### src/rtl/wishbone_pwm_timer.sv
// PWM generator driven by a Wishbone-held configuration word.
// Shadowed duty/period/prescaler are applied only at period wrap, so writes never cause runt pulses.
module wishbone_pwm_timer (
  input  logic        wb_clk_i,
  input  logic        wb_rst_i,
  input  logic [31:0] cfg_i,
  output logic        pwm_o,
  output logic        period_tick_o,
  output logic        running_o,
  output logic [11:0] cnt_o
);

  logic        run;
  logic        s_inv;
  logic [5:0]  s_presc;
  logic [11:0] s_duty;
  logic [11:0] s_per;
  logic [5:0]  pc;
  logic [11:0] cnt;

  logic tick;
  logic wrap;
  logic raw;

  assign tick = (pc == s_presc);
  assign wrap = tick && (cnt == s_per);
  assign raw  = (cnt < s_duty);

  assign running_o = run;
  assign cnt_o     = cnt;

  always_ff @(posedge wb_clk_i or posedge wb_rst_i) begin
    if (wb_rst_i) begin
      run           <= 1'b0;
      s_inv         <= 1'b0;
      s_presc       <= '0;
      s_duty        <= '0;
      s_per         <= '0;
      pc            <= '0;
      cnt           <= '0;
      pwm_o         <= 1'b0;
      period_tick_o <= 1'b0;
    end else begin
      // EN is never shadowed: clearing it stops the timer on the very next edge.
      run <= cfg_i[31];

      if (!run || wrap) begin
        s_inv   <= cfg_i[30];
        s_presc <= cfg_i[29:24];
        s_duty  <= cfg_i[23:12];
        s_per   <= cfg_i[11:0];
      end

      if (!run) begin
        pc            <= '0;
        cnt           <= '0;
        period_tick_o <= 1'b0;
        pwm_o         <= cfg_i[30];
      end else if (!cfg_i[31]) begin
        // Disable edge: counters clear now, output still reflects the last count.
        pc            <= '0;
        cnt           <= '0;
        period_tick_o <= 1'b0;
        pwm_o         <= raw ^ s_inv;
      end else begin
        pc <= tick ? '0 : pc + 6'd1;
        if (tick) begin
          cnt <= (cnt == s_per) ? '0 : cnt + 12'd1;
        end
        period_tick_o <= wrap;
        pwm_o         <= raw ^ s_inv;
      end
    end
  end

endmodule

### config.mk
export PLATFORM = sky130hd
export DESIGN_NAME = wishbone_pwm_timer
export DESIGN_NICKNAME = d
export VERILOG_FILES = /design/src/rtl/wishbone_pwm_timer.sv
export SDC_FILE = /design/constraint.sdc
export NUM_CORES = 1
export LEC_CHECK = 0
export ABC_AREA = 0
export CORE_UTILIZATION = 40
export CTS_CLUSTER_DIAMETER = 120
export DETAILED_ROUTE_END_ITERATION = 10
export DONT_BUFFER_PORTS = 1
export PLACE_DENSITY_LB_ADDON = 0.05
export RECOVER_POWER = 100
export SETUP_SLACK_MARGIN = 0.05
export SLEW_MARGIN = 20
export SYNTH_ARGS = -nofsm -noshare
export SYNTH_HDL_FRONTEND = slang
export SYNTH_SLANG_ARGS = --single-unit
### constraint.sdc
create_clock -name wb_clk_i -period 2.45 [get_ports wb_clk_i]
set_input_delay 0.6125 -clock wb_clk_i [delete_from_list [all_inputs] [get_ports wb_clk_i]]
set_output_delay 0.6125 -clock wb_clk_i [all_outputs]
set_load 0.05 [all_outputs]
==> results summary <==
The synthesis warning total is 0. The detailed route wirelength on metal3 is 266 um. On the final layout, the worst clock skew is 0.00880 ns. The total count of max-transition violations in the final report came out at 0. The worst slack at placement came out at 0.354 ns. The static leakage came out at 1.32 nW. The reg-to-reg startpoint is cnt_o[1]$_DFFE_PP0P_.

In this run the mean area of a mapped cell was 11.5 um^2. In this run the count of I/O pins placed on the die edge is 49. The final critical-path share of the clock period is 89.2%. After filler insertion, the fill cell instance count of the layout stands at 753. The sequential share of the synthesized area came out at 43.8%. The post-layout minimum cycle time came out at 2.19 ns.

The post-synthesis share of cell area spent on and, or, nand and nor gates came out at 16.5%. Entering global routing, the biggest net connects 53 pins. For the pin with the worst max-slew slack, the measured transition is 1.30 ns.

The TritonCTS clock tree is yes. The critical path class is register to register. The critical path goes through xor2_1 -> nor4_1 -> nand3_4 -> o21ai_4 -> buf_12 -> mux2_1. The biggest area contributor in the post-synthesis netlist is sky130_fd_sc_hd__dfrtp_1. Among all flip-flop cells after synthesis, the most frequent one is sky130_fd_sc_hd__dfrtp_1. The maximum root-to-sink buffer count is 2. The combined global-route utilization of all metal layers came out at 17.9%. The post-cts hold buffer count came out at 0. The internal power came out at 1.32 mW. At the end of routability-driven placement, the weighted congestion stood at 0.773. Leaving out fill and tap cells, the most frequent cells in the layout are sky130_fd_sc_hd__dfrtp_1 (52), sky130_fd_sc_hd__mux2_1 (28), sky130_fd_sc_hd__nand2_1 (23).

Counting cells, the worst reg-to-reg path comes to 6. The critical path data arrival time is 2.38 ns. The run finished with clean final reports.

The number of vias per cell after detailed routing is 5.28. After Yosys synthesis, XOR and XNOR cells account for 6.49% of the synthesized area. The largest fanout on the critical path is 31. The worst setup path is captured at a register.

The clock sink count came out at 52. Once detail routing completed, the nets flagged for antenna violations numbered 0. Net switching is 24.8% of the power.

In this run the post-CTS setup repair buffer count came out at 0. The synthesized netlist devotes 5.48% of its cell area to adder and majority cells. The multiplexer area fraction after synthesis came out at 15.5%.

The finished cells cover 3110 um^2. For this run, design rule violations remaining after detail routing come to 0. The library cell used most frequently in the layout, excluding fill and tap cells, is sky130_fd_sc_hd__dfrtp_1. The core utilization of the finished layout is 43.1%. The worst hold path stage count is 0. Global routing finished with a remaining overflow of 0. The family with the most delay on the worst path is simple AND/OR/NAND/NOR gates.

The uppermost layer routed is met4. The first-pass GRT wire length came out at 10.2 mm. The placement-stage cell area is 3130 um^2. The compound-cell area share of the yosys netlist came out at 6.41%. The chip width is 88.2 um. The first routing iteration left 117 violations. By area, the combinational part of the netlist is dominated by simple AND/OR/NAND/NOR gates. Of the cells placed in the final design, the portion with a size suffix greater than 1 is 10.7%. The sequential group share of total power came out at 54.4%. Counting distinct cell types in the post-synthesis netlist gives 38. The area share of the largest cell type after synthesis is 43.8%. The number of levels in the clock H-tree is 2. For this block, the via count after detailed routing is 1953. The repair_antennas step left the layout with diodes totalling 0. The clock insertion delay at the later pin of the skew report is 0.31 ns.

IR analysis of the VDD net gives a maximum drop of 0.315 mV. By area the synthesized netlist is led by sky130_fd_sc_hd__dfrtp_1 (44%), sky130_fd_sc_hd__mux2_4 (15%), sky130_fd_sc_hd__ha_1 (5.5%). Counting every instance in the synthesized netlist gives 259. The number of antenna violations at the first check in global routing is 0.

The number of hold-slack violations in the final timing report was 0. The detailed placer's ending HPWL came out at 4.45 mm. The number of endpoints failing setup at the final stage came out at 0.

The overall routed net length came out at 6.27 mm. The worst stage delay on the critical path came out at 0.49 ns. The flip-flop and latch count after synthesis came out at 52. The number of global-route vias before repair is 1862. The accumulated negative setup slack is 0 ns. The slowest stage of the critical path is the sky130_fd_sc_hd__nor4_1 cell. The buffers plus inverters on the worst setup path is 1. Across the run, the number of max-cap violations was 0. The die area is 7770 um^2. The clock tree root driver cell is sky130_fd_sc_hd__clkbuf_8. The share of synthesized registers carrying an async set or reset came out at 100%. In this run the tightest slew margin relative to its limit is 13.3%. The share of total power dissipated in combinational logic is 9.9%. The pre-antenna-repair detailed-routing pass consisted of 4 iterations. Setup repair after global routing left no endpoint under its margin. The synthesis-to-finish area growth came out at 4.64%. The count of flip-flops with a built-in enable after synthesis is 0. The net switching power of the design came out at 0.436 mW. The height of the chip came out at 88.2 um. The detail-routed net length per standard cell came out at 16.9 um. The summed instance area of the synthesized netlist is 2970 um^2. Once the floorplan was initialized, standard cells occupied 41.2% of the core. The achievable frequency is 458 MHz. The total number of nets in the final design came out at 317.

The post-cts repair resize count came out at 0. In this run the most critical hold path is launched from cfg_i[31]. Across all setup checks in the final design, the least slack found is 0.265 ns.

The power share of the clock group came out at 35.7%. Clock-pin slew was measured on the worst setup and hold paths at 0.10 ns. The critical path starts at cnt_o[1]$_DFFE_PP0P_. The power per standard cell area came out at 567 nW/um^2. The count of buffers from port buffering is 0. The required time at the worst-slack endpoint is 2.64 ns. The detailed router put a total of 3.11 mm of wire on met1. STA classifies the critical path startpoint as a register. The path category of the worst min-delay check is primary input to register. The number of cells on the critical path came out at 6. The site row count came out at 31. The core area is 7210 um^2. TritonCTS created 5 clock buffers. The detailed route wirelength on metal2 came out at 2.83 mm.

The number of nets handed over by synthesis was 306.
sequential cells by signal, indices dropped and copies added (netlist names):
signal and count:
cnt_o 12, pc 6, period_tick_o 1, pwm_o 1, running_o 1, s_duty 12, s_inv 1, s_per 12
s_presc 6
worst reg2reg max path, stage by stage (launching register included):
cell	delay, ns
sky130_fd_sc_hd__dfrtp_1	0.48
sky130_fd_sc_hd__xor2_1	0.18
sky130_fd_sc_hd__nor4_1	0.49
sky130_fd_sc_hd__nand3_4	0.13
sky130_fd_sc_hd__o21ai_4	0.18
sky130_fd_sc_hd__buf_12	0.23
sky130_fd_sc_hd__mux2_1	0.37
final timing paths:
| kind | end | slack, ns |
|---|---|---|
| worst max-delay path | s_per[11]$_DFFE_PP0P_ | 0.26 |
| worst min-delay path | running_o$_DFF_PP0_ | 0.33 |
| worst max register to register | s_per[11]$_DFFE_PP0P_ | 0.26 |
| worst min register to register | s_duty[4]$_DFFE_PP0P_ | 0.49 |
| max in group asynchronous | s_per[4]$_DFFE_PP0P_ | 1.05 |
| min in group asynchronous | s_duty[8]$_DFFE_PP0P_ | 0.62 |
cell families after synthesis:
kind of cell               count (synthesis)
buffers and inverters                     28
xor gates and xnor gates                  22
adders and majority gates                 13
and+or+nand+nor                           87
AOI/OAI and AO/OA                         26
DFF                                       52
muxes                                     31
layer usage:
layer / track usage (%) / vias up
li1: - / 944
met1: 25.4 / 970
met2: 27.7 / 34
met3: 3.30 / 5
met4: 5.28 / 0
met5: 0 / -
metrics by stage:
step | total power, mW | std cells | hold WS, ns
2_1_floorplan | 1.16 | 259 | 0.472
3_3_place_gp | 1.20 | 362 | 0.499
3_5_place_dp | 1.20 | 362 | 0.494
4_1_cts | 1.84 | 370 | 0.314
5_1_grt | 1.84 | 370 | 0.306
6_report | 1.76 | 370 | 0.326
cells in the mapped netlist (2+ instances only):
cell / count
sky130_fd_sc_hd__buf_6: 2
sky130_fd_sc_hd__o211ai_1: 11
sky130_fd_sc_hd__nand4_1: 12
sky130_fd_sc_hd__ha_1: 13
sky130_fd_sc_hd__dfrtp_1: 52
sky130_fd_sc_hd__nor2_1: 14
sky130_fd_sc_hd__clkbuf_1: 10
sky130_fd_sc_hd__nor3_1: 4
sky130_fd_sc_hd__a21oi_1: 6
sky130_fd_sc_hd__nand4b_1: 3
sky130_fd_sc_hd__inv_1: 12
sky130_fd_sc_hd__or2_2: 2
sky130_fd_sc_hd__xor2_1: 14
sky130_fd_sc_hd__mux2_4: 30
sky130_fd_sc_hd__buf_12: 3
sky130_fd_sc_hd__nand2_1: 23
sky130_fd_sc_hd__xnor2_1: 8
sky130_fd_sc_hd__o2111ai_1: 3
sky130_fd_sc_hd__nor4_4: 2
sky130_fd_sc_hd__nand3_1: 14
sky130_fd_sc_hd__nor4_1: 4
power by group through the flow:
stage	combinational (mW)	sequential, mW	clock (mW)
6_report	0.174	0.958	0.629
5_1_grt	0.198	0.966	0.681
4_1_cts	0.225	0.962	0.651
3_5_place_dp	0.225	0.978	0
3_3_place_gp	0.221	0.979	0
2_1_floorplan	0.194	0.968	0
final cells by class:
class | count | area [um^2] | share of cell area [%]
inverter | 12 | 45.0 | 1.45
timing repair buffer | 20 | 129 | 4.15
tap | 99 | 124 | 3.99
clock inverter | 2 | 38.8 | 1.25
sequential | 52 | 1300 | 41.9
clock buffer | 6 | 82.6 | 2.66
multi-input combinational | 179 | 1390 | 44.6
Note: power is estimated with default switching activity, not from simulation.
